==> src/rtl/fifo_wr_arbiter.sv <==
// -----------------------------------------------------------------------------
// fifo_wr_arbiter
//
// Round-robin, packet-locking arbiter that shares the single write port of a
// synchronous FIFO among NUM_REQ requesters. One requester is selected in IDLE.
// The grant is then held in LOCK until that requester's packet completes. FIFO
// full back-pressures the granted requester, and all other requesters stall.
//
// Optional feature macro: FIFO_ARB_BURST_LIMIT_EN
//   When defined, a grant is also released after MAX_BURST accepted beats.
//   The rest of the packet then re-arbitrates as a new grant.
//
// Parameters:
//   NUM_REQ    : number of requesters (>= 2)
//   DATA_WIDTH : FIFO word width
//   MAX_BURST  : beats per grant when FIFO_ARB_BURST_LIMIT_EN is defined (>= 1)
//
// Ports:
//   sys_clk      in   write-side clock
//   sys_rst      in   synchronous active-high reset
//   req_valid    in   per-requester beat valid
//   req_data     in   requester i data at [i*DATA_WIDTH +: DATA_WIDTH]
//   req_last     in   final beat of a packet (qualified by valid)
//   req_ready    out  beat accepted when req_valid[i] & req_ready[i]
//   fifo_full    in   FIFO full flag
//   fifo_wr_en   out  FIFO write enable (combinational)
//   fifo_wdata   out  FIFO write data (combinational mux on grant_id)
//   grant_id     out  index of the current / last grant holder
//   grant_active out  high while in LOCK
// -----------------------------------------------------------------------------
module fifo_wr_arbiter #(
    parameter int NUM_REQ    = 4,
    parameter int DATA_WIDTH = 8,
    parameter int MAX_BURST  = 8
) (
    input  logic                            sys_clk,
    input  logic                            sys_rst,
    input  logic [NUM_REQ-1:0]              req_valid,
    input  logic [NUM_REQ*DATA_WIDTH-1:0]   req_data,
    input  logic [NUM_REQ-1:0]              req_last,
    output logic [NUM_REQ-1:0]              req_ready,
    input  logic                            fifo_full,
    output logic                            fifo_wr_en,
    output logic [DATA_WIDTH-1:0]           fifo_wdata,
    output logic [$clog2(NUM_REQ)-1:0]      grant_id,
    output logic                            grant_active
);

    localparam int IDW = $clog2(NUM_REQ);

    // Reject illegal configurations at elaboration time.
    if (NUM_REQ < 2 || MAX_BURST < 1) begin : g_param_check
        $fatal(1, "fifo_wr_arbiter: NUM_REQ must be >= 2 and MAX_BURST >= 1");
    end

    typedef enum logic [0:0] {
        ST_IDLE = 1'b0,
        ST_LOCK = 1'b1
    } state_t;

    state_t             r_state;
    logic [IDW-1:0]     r_grant_id;
    logic [IDW-1:0]     r_rr_ptr;

    logic               w_found;
    logic [IDW-1:0]     w_winner;
    logic               w_sel_valid;
    logic               w_sel_last;
    logic [DATA_WIDTH-1:0] w_sel_data;
    logic               w_locked;
    logic               w_accept;
    logic               w_release;
    logic [IDW-1:0]     w_next_ptr;

`ifdef FIFO_ARB_BURST_LIMIT_EN
    localparam int CNTW = $clog2(MAX_BURST + 1);
    logic [CNTW-1:0]    r_beat_cnt;
    logic               w_burst_done;
`endif

    // Round-robin winner search: first pass takes the lowest valid index at or
    // above rr_ptr; if none, the second pass takes the lowest valid index
    // overall, which is the wrap-around case.
    always_comb begin
        w_found  = 1'b0;
        w_winner = '0;
        for (int i = 0; i < NUM_REQ; i++) begin
            if (!w_found && req_valid[i] && (IDW'(i) >= r_rr_ptr)) begin
                w_found  = 1'b1;
                w_winner = IDW'(i);
            end else begin
                w_found  = w_found;
            end
        end
        for (int i = 0; i < NUM_REQ; i++) begin
            if (!w_found && req_valid[i]) begin
                w_found  = 1'b1;
                w_winner = IDW'(i);
            end else begin
                w_found  = w_found;
            end
        end
    end

    // Select the granted requester's valid, last and data.
    always_comb begin
        w_sel_valid = 1'b0;
        w_sel_last  = 1'b0;
        w_sel_data  = '0;
        for (int i = 0; i < NUM_REQ; i++) begin
            if (r_grant_id == IDW'(i)) begin
                w_sel_valid = req_valid[i];
                w_sel_last  = req_last[i];
                w_sel_data  = req_data[i*DATA_WIDTH +: DATA_WIDTH];
            end else begin
                w_sel_valid = w_sel_valid;
            end
        end
    end

    assign w_locked   = (r_state == ST_LOCK);
    assign w_accept   = w_locked & w_sel_valid & ~fifo_full;
    assign w_next_ptr = (r_grant_id == IDW'(NUM_REQ - 1)) ? '0 : (r_grant_id + 1'b1);

`ifdef FIFO_ARB_BURST_LIMIT_EN
    // The beat that brings the count to MAX_BURST ends the grant.
    assign w_burst_done = (r_beat_cnt == CNTW'(MAX_BURST - 1));
    assign w_release    = w_accept & (w_sel_last | w_burst_done);
`else
    assign w_release    = w_accept & w_sel_last;
`endif

    // Ready goes only to the grant holder, and only while the FIFO has room.
    always_comb begin
        req_ready = '0;
        for (int i = 0; i < NUM_REQ; i++) begin
            if (w_locked && !fifo_full && (r_grant_id == IDW'(i))) begin
                req_ready[i] = 1'b1;
            end else begin
                req_ready[i] = 1'b0;
            end
        end
    end

    assign fifo_wr_en   = w_accept;
    assign fifo_wdata   = w_sel_data;
    assign grant_id     = r_grant_id;
    assign grant_active = w_locked;

    // Arbitration FSM: IDLE picks a winner, and LOCK holds it until release.
    always_ff @(posedge sys_clk) begin
        if (sys_rst) begin
            r_state    <= ST_IDLE;
            r_grant_id <= '0;
            r_rr_ptr   <= '0;
`ifdef FIFO_ARB_BURST_LIMIT_EN
            r_beat_cnt <= '0;
`endif
        end else begin
            case (r_state)
                ST_IDLE: begin
                    if (w_found) begin
                        r_grant_id <= w_winner;
                        r_state    <= ST_LOCK;
`ifdef FIFO_ARB_BURST_LIMIT_EN
                        r_beat_cnt <= '0;
`endif
                    end else begin
                        r_state    <= ST_IDLE;
                    end
                end
                ST_LOCK: begin
                    if (w_release) begin
                        r_state  <= ST_IDLE;
                        r_rr_ptr <= w_next_ptr;
                    end else begin
                        r_state  <= ST_LOCK;
                    end
`ifdef FIFO_ARB_BURST_LIMIT_EN
                    if (w_accept) begin
                        r_beat_cnt <= r_beat_cnt + 1'b1;
                    end else begin
                        r_beat_cnt <= r_beat_cnt;
                    end
`endif
                end
                default: begin
                    r_state <= ST_IDLE;
                end
            endcase
        end
    end

endmodule

==> config.mk <==
export PLATFORM = sky130hd
export DESIGN_NAME = fifo_wr_arbiter
export DESIGN_NICKNAME = d
export VERILOG_FILES = /design/src/rtl/fifo_wr_arbiter.sv
export SDC_FILE = /design/constraint.sdc
export NUM_CORES = 1
export LEC_CHECK = 0
export BUFFER_PORTS_ARGS = -buffer_cell sky130_fd_sc_hd__buf_2
export CAP_MARGIN = 20
export CORE_MARGIN = 1.5
export CORE_UTILIZATION = 42
export CTS_BUF_LIST = sky130_fd_sc_hd__clkbuf_4 sky130_fd_sc_hd__clkbuf_8
export CTS_CLUSTER_DIAMETER = 200
export DETAILED_ROUTE_END_ITERATION = 10
export GPL_ROUTABILITY_DRIVEN = 0
export GPL_TIMING_DRIVEN = 0
export PLACE_DENSITY = 0.88
export SYNTH_ARGS = -nofsm -noshare
export SYNTH_HDL_FRONTEND = slang
export SYNTH_SLANG_ARGS = --single-unit
==> constraint.sdc <==
create_clock -name sys_clk -period 4.4 [get_ports sys_clk]
set_clock_uncertainty 0.2 [all_clocks]
set_input_delay 1.1 -clock sys_clk [delete_from_list [all_inputs] [get_ports sys_clk]]
set_output_delay 1.1 -clock sys_clk [all_outputs]
set_load 0.02 [all_outputs]
; ---- Word-level counts from Yosys, hierarchy flattened
; Cells that the tools add are included.
[totals]
register_bits = 5
latch_bits = 0
ramBits = 0
rom_bits = 0
input_bits = 43
out_inout_bits = 16
elab_cells = 78
n_memories = 0
[op_classes]
addsub = 1
mul = 0
div_mod_pow = 0
order_cmp = 4
eq_ne = 3
shifts = 0
n_mux = 35
bitwise_logic = 5
n_reduce_logical = 27
[ops]
columns = op, n
row1 = 8-bit two-way mux, 4
row2 = 1-bit two-way mux, 23
row3 = 1-bit logical AND, 16
row4 = 2-bit two-way mux, 7
row5 = 1-bit logical NOT, 8
row6 = "2-bit equality test, second input constant", 2
row7 = "1-bit by 2-bit >= comparator with 1-bit output, first input constant", 2
row8 = "2-bit >= comparator, first input constant", 2
row9 = 2-bit AND reduction, 2
row10 = 1-bit bitwise AND, 3
row11 = "2-bit by 1-bit adder with 2-bit output, second input constant", 1
row12 = "2-bit by 1-bit equality test with 1-bit output, second input constant", 1
row13 = 2-bit logical NOT, 1
row14 = 1-bit NOT, 2
row15 = 1-bit one-hot mux with 2 select lines, 1

; ---- Depth between registers and ports, before layout
; Gate-level depths: netlist (run 1).
[logic_depth]
ltp_word = 29
depth_mapped = 7
depth_no_buf = 6

; ---- Worst setup path after synthesis (run 1)
; Ideal clock, no wire load.
[synth_path]
path_type = register to output
startpoint = register r_grant_id[1], in the netlist grant_id[1]
endpoint = output port fifo_wdata[1]
arrival_ns = 1.827
required_ns = 3.100
slack_ns = 1.273
stages_incl_launch_ff = 8
n_path_buf = 1
path_cell_list = dfxtp_1 inv_1 ha_1 clkbuf_1 nand3b_1 a21oi_1 a21oi_1 o21ai_0
[synth_between]
elab_chain_len = 5
elab_cells_between_ends = 8
cone_classes = eq/ne (3) / mux (4) / reduce/logical (1)
[synth_rtl]
columns = element, line
row1 = from (decl), 62  ; logic [IDW-1:0] r_grant_id;
row2 = from (signal assigned), 163  ; r_grant_id <= w_winner;
row3 = 2-bit logical NOT, 111  ; if (r_grant_id == IDW'(i)) begin
row4 = 8-bit two-way mux (3 in series), 111
row5 = 8-bit two-way mux (*), 111
row6 = to (decl), 44  ; output logic [DATA_WIDTH-1:0] fifo_wdata,
; Every way passes the cells marked *; elsewhere a longest branch is shown, timed or not.

; ---- Worst setup path in the final report (run 1)
[layout_path]
startpoint = register r_grant_id[1], in the netlist grant_id[1]
endpoint = output port fifo_wdata[7]
; The elaborated chain is that of the path after synthesis.

==> results.cfg, run 1 <==
[run_status]
status = complete, no violations

[routing]
ant_nets = 0
avgRoutedWirePerCell_um = 12.7
drt_iter0_markers = 11
drt_first_pass_iters = 4
via_count = 966
via_per_inst = 5.62
wl_um = 2190
remaining_drc_errors = 0

[floorplan]
die_area_um2 = 1860
die_w_um = 43.1
pin_count = 59
core_area_um2 = 1510
std_cell_rows = 14
initial_core_util = 0.448
die_y_um = 43.1

[synth]
avgSynthCellArea_um2 = 7.17
synthArstFlopShare = 0
netlist.area_leader.share = 0.148
syn-cell-area_um2 = 674
synth_common_cells = 13 x nand2_1, 12 x nor2b_1, 8 x a221oi_1
synth_flop_cell = dfxtp_1
synth-edff-count = 0
synth_most_common_cell = nand2_1
ys_top_cells_by_area = dfxtp_1 15%, nor2b_1 11%, a221oi_1 10%, o31ai_1 7.8%, ha_1 7.4%
ys_ff_latch = 5
synth_area_leader_cell = dfxtp_1
synth_cell_type_count = 29
yosysWarnings = 0
synth_fp_nets = 141
yosysSeqAreaShare = 0.148
synthCells = 94

[critical_path]
path_class = flop to output pin
cp.required_ns = 3.10
critPathMaxStageDelay_ns = 0.42
cp.arrival_ns = 2.01
worstSetupStartpointType = flop
startpoint = grant_id[1]$_SDFFE_PP0P_
slowest_stage = nor2b_1
critical_path.max_fanout = 7
reg2reg_from = grant_id[1]$_SDFFE_PP0P_
path_buf_inv = 2
cp_cell_sequence = inv_1, ha_1, nor2b_1, a221oi_1, o31ai_1, buf_2
reg2reg_slack_ns = 2.36
cp_top_family = simple AND/OR/NAND/NOR gates
cp-end-kind = output pin

[sta]
layout_min_cycle_time_ns = 3.31
finalSetupTns_ns = 0
fmax_ghz = 0.302
timing.final.max_slew_violations = 0
rsz0062_at_grt = false
setup_viol = 0
maxSlewHeadroom = 0.680
hold_viol_final = 0
holdWs_ns = 0.335
worst_pin_slew_ns = 0.480
period_share = 0.753

[final_layout]
drive_gt1_frac = 0.423
area_delta_synth_final_pct = 50.5
fin_nets = 204
antenna_cells = 0
fillCellCount = 157

[hold_path]
worstHoldPathType = flop to flop
min_from = grant_active$_SDFF_PP0_

[clocking]
cts_hold_buf = 0
cts_made_buffers = 3
cts_num_sinks = 5
post-cts-setup-buffers = 0
post_cts_resize_count = 0
path_clk_slew_ns = 0.04
cts-root-buf = clkbuf_4
cts_max_path_buffers = 2
tritoncts = built
insertion_delay_ns = 0.25
h-tree-depth = 1

[placed_design]
place.port_buffers = 58
hpwlAfterDp_um = 1770

[global_route]
grt_pass1_wl_um = 3450
grt_pass1_vias = 903
grt_use_total = 0.240
antenna_found_initial = 0
overflow = 0
grt_max_degree = 11

[power_and_ir_drop]
vdd_drop_max_mv = 0.145
p_leak_nw = 0.503
powerDensity_nw_per_um2 = 232

[flow_run]
drv_cap = 0
==> metal layers <==
metal	vias up	GRT usage	wire length, um
met4	0	0.121	39
met2	54	0.461	1100
met3	7	0.0340	194
met5	-	0	0
li1	473	-	-
met1	432	0.246	855
==> metrics by stage <==
| stage | util | cells | instance area, um2 | setup WS, ns | total power [mW] |
|---|---|---|---|---|---|
| 6_report | 0.674 | 172 | 1010 | 1.09 | 0.235 |
| 3_5_place_dp | 0.654 | 168 | 985 | 1.18 | 0.175 |
| 4_1_cts | 0.674 | 172 | 1010 | 1.10 | 0.237 |
| 5_1_grt | 0.674 | 172 | 1010 | 0.888 | 0.253 |
| 3_3_place_gp | 0.654 | 168 | 985 | 1.20 | 0.172 |
| 2_1_floorplan | - | 94 | 674 | 1.27 | 0.127 |
==> flip-flops by register name, indices dropped and copies added, names as in the netlist <==
register      cells
grant_active      1
grant_id          2
r_rr_ptr          2
==> area by class of cell <==
class | count | area [um2] | area share
Inverter | 5 | 18.8 | 0.0185
Sequential cell | 5 | 100 | 0.0986
Tap cell | 16 | 20.0 | 0.0197
Multi-Input combinational cell | 79 | 528 | 0.520
Timing Repair Buffer | 58 | 290 | 0.286
Clock buffer | 4 | 30.0 | 0.0296
Buffer | 5 | 27.5 | 0.0271
==> worst min-delay path, cell delays in order (launching register included) <==
cell      delay (ns)
dfxtp_1         0.33
inv_1           0.08
a221oi_1        0.08
==> path summary, 6_finish.rpt <==
| path | end | depth (start not counted) |
|---|---|---|
| setup / recovery | fifo_wdata[7] | 6 |
| hold reg to reg | grant_active$_SDFF_PP0_ | 2 |
| hold / removal | grant_active$_SDFF_PP0_ | 2 |
| setup reg to reg | r_rr_ptr[0]$_SDFFE_PP0P_ | 6 |
==> placed cells by master, fill, tap and decap left out, drive strengths merged <==
master and instances:
a211oi 3, a21o 2, a21oi 5, a221oi 8, and2 4, and3 1
buf 60, clkbuf 7, dfxtp 5, ha 4, inv 5, mux2 1
mux2i 2, nand2 13, nand3b 2, nand4 1, nor2 4, nor2b 12
nor3 1, nor3b 1, nor4 1, o21ai 5, o221ai 1, o31ai 7
o32ai 1
==> kinds of logic after synthesis <==
| logic type | Yosys count | synth area share |
|---|---|---|
| AND/OR/NAND/NOR | 40 | 0.312 |
| multiplexers | 3 | 0.0464 |
| buffers and inverters | 10 | 0.0686 |
| AO/OA/AOI/OAI | 32 | 0.351 |
| flip-flops | 5 | 0.148 |
| adder cells (fa/ha/maj) | 4 | 0.0742 |
==> power by group <==
| group | internal [mW] | total [mW] | switching (mW) |
|---|---|---|---|
| logic | 0.0526 | 0.123 | 0.0704 |
| clock network | 0.0405 | 0.0604 | 0.0199 |
| registers | 0.0484 | 0.0517 | 0.00325 |
| total | 0.142 | 0.235 | 0.0935 |
No activity file was read; power rests on OpenSTA's default activity.
==> run 2, diff against run 1 <==
--- a/config.mk
+++ b/config.mk
@@ -8,13 +8,13 @@
 export BUFFER_PORTS_ARGS = -buffer_cell sky130_fd_sc_hd__buf_2
 export CAP_MARGIN = 20
 export CORE_MARGIN = 1.5
-export CORE_UTILIZATION = 42
+export CORE_UTILIZATION = 35
 export CTS_BUF_LIST = sky130_fd_sc_hd__clkbuf_4 sky130_fd_sc_hd__clkbuf_8
 export CTS_CLUSTER_DIAMETER = 200
 export DETAILED_ROUTE_END_ITERATION = 10
 export GPL_ROUTABILITY_DRIVEN = 0
 export GPL_TIMING_DRIVEN = 0
-export PLACE_DENSITY = 0.88
+export PLACE_DENSITY = 0.78
 export SYNTH_ARGS = -nofsm -noshare
 export SYNTH_HDL_FRONTEND = slang
 export SYNTH_SLANG_ARGS = --single-unit
==> constraint.sdc (replaced) <==
create_clock -name sys_clk -period 2.86 [get_ports sys_clk]
set_clock_uncertainty 0.2 [all_clocks]
set_input_delay 0.715 -clock sys_clk [delete_from_list [all_inputs] [get_ports sys_clk]]
set_output_delay 0.715 -clock sys_clk [all_outputs]
set_load 0.02 [all_outputs]
==> run 2 against run 1 <==
Die area is 19% higher. Setup slack worse by 0.91 ns. Register-to-register slack worse by 1.5 ns. Non-clock buffer count is 1 lower. Design area is 1.5% higher. Via count is 2.8% lower. Hold slack better by 0.0036 ns. Global-route usage is 5.6 points lower. Critical path depth stayed put. Cell count is 4.7% higher. Power is 52% higher. First-iteration DRC count is 45% lower.
==> results.cfg, run 2 (same netlist as run 1, synthesis figures left out) <==
[clocking]
tritoncts = built
cts_made_buffers = 3
cts-root-buf = clkbuf_4
h-tree-depth = 1
insertion_delay_ns = 0.24
post-cts-setup-buffers = 0
cts_max_path_buffers = 2
path_clk_slew_ns = 0.04
cts_num_sinks = 5

[run_status]
status = complete, no violations

[floorplan]
die_w_um = 46.9
initial_core_util = 0.382
pin_count = 59
std_cell_rows = 15
die_area_um2 = 2200
core_area_um2 = 1760
die_y_um = 46.9

[final_layout]
regArea_um2 = 103
mostFrequentLayoutCells = 60 x buf_2, 13 x nand2_1, 11 x nor2b_1
antenna_cells = 0
fillCellCount = 187
drive_gt1_frac = 0.458
fin_nets = 203
final_common_cell = buf_2
multiInputGateArea_um2 = 531
area_delta_synth_final_pct = 52.7

[power_and_ir_drop]
power.total_mw = 0.357
vdd_drop_max_mv = 0.235
p_leak_nw = 0.512
powerDensity_nw_per_um2 = 346

[hold_path]
worstHoldPathType = flop to flop
whs_endpoint = grant_active$_SDFF_PP0_
whs_path_depth = 2
min_from = grant_active$_SDFF_PP0_

[placed_design]
hpwlAfterDp_um = 1750
place.port_buffers = 58

[routing]
ant_nets = 0
drt_first_pass_iters = 4
remaining_drc_errors = 0
via_count = 939
wl_um = 2040
drt_iter0_markers = 6
avgRoutedWirePerCell_um = 11.3
via_per_inst = 5.22

[global_route]
grt_pass1_wl_um = 2940
grt_pass1_vias = 798
grt_max_degree = 20
antenna_found_initial = 0
grt_use_total = 0.184
overflow = 0

[critical_path]
cp.required_ns = 1.95
reg2reg_from = grant_id[0]$_SDFFE_PP0P_
cp-end-kind = output pin
r2r-end = r_rr_ptr[0]$_SDFFE_PP0P_
worstSetupStartpointType = flop
critical_path.max_fanout = 7
reg2reg_slack_ns = 0.89
cp.arrival_ns = 1.77
path_class = flop to output pin
reg2reg_depth = 7

[sta]
period_share = 0.939
rsz0062_at_grt = false
hold_viol_final = 0
worst_pin_slew_ns = 0.382
setup_viol = 0
finalSetupTns_ns = 0
fmax_ghz = 0.373
timing.final.max_slew_violations = 0
maxSlewHeadroom = 0.743
layout_min_cycle_time_ns = 2.68

[flow_run]
drv_cap = 0
## run 2: cell count changes in the layout (fill, tap and decap cells not counted), sizes merged
| cell | before | now |
|---|---|---|
| clkbuf | 7 | 5 |
| buf | 60 | 61 |
## run 2: critical path, cell delays in order (launching register included)
cell	delay [ns]
dfxtp_2	0.34
inv_1	0.10
ha_1	0.25
nor2b_2	0.31
a221oi_1	0.13
o31ai_1	0.20
buf_2	0.21
## run 2: worst max path at each step
stage,from,slack [ns],end,cells past startpoint
2_1_floorplan,grant_id[1]$_SDFFE_PP0P_,0.12,fifo_wdata[1],7
3_3_place_gp,grant_id[0]$_SDFFE_PP0P_,0.25,fifo_wdata[2],7
3_5_place_dp,grant_id[0]$_SDFFE_PP0P_,0.25,fifo_wdata[7],7
4_1_cts,grant_id[1]$_SDFFE_PP0P_,0.008,fifo_wdata[1],8
5_1_grt,grant_id[1]$_SDFFE_PP0P_,0.01,fifo_wdata[1],8
6_report,grant_id[0]$_SDFFE_PP0P_,0.18,fifo_wdata[7],6
## run 2: cell type report
type / instances / share of cell area
Clock buffer: 4 / 0.0292
Multi-Input combinational cell: 79 / 0.515
Buffer: 4 / 0.0255
Tap cell: 25 / 0.0304
Sequential cell: 5 / 0.0996
Timing Repair Buffer: 58 / 0.282
Inverter: 5 / 0.0182
## run 2: where the power goes
group / internal, mW / switching (mW) / leakage (nW) / total (mW)
clock network: 0.0621 / 0.0274 / 0.0184 / 0.0895
registers: 0.0750 / 0.00505 / 0.0418 / 0.0801
logic: 0.0817 / 0.105 / 0.452 / 0.187
total: 0.219 / 0.138 / 0.512 / 0.357
## run 2: through the flow
step | instance area (um2) | hold WS, ns | instances | worst slack, ns | util
finish | 1030 | 0.339 | 180 | 0.175 | 0.584
global route | 1030 | 0.389 | 180 | 0.0145 | 0.584
CTS | 1020 | 0.342 | 180 | 0.00806 | 0.581
detailed placement | 996 | 0.333 | 177 | 0.253 | 0.565
global placement | 996 | 0.329 | 177 | 0.251 | 0.565
floorplan | 674 | 0.289 | 94 | 0.118 | -
## run 2: per-layer routing
layer  vias to the layer above  share of wire  track usage
met5                         -              0            0
met4                         0              0       0.0833
met3                         0          0.098       0.0269
met2                        51           0.49        0.370
met1                       415           0.42        0.182
li1                        473              -            -
## run 2: repair_timing
action / CTS / global route
resized for setup: 1 / 8
hold buffers: 0 / 0
endpoints found under the setup margin: 3 / 9
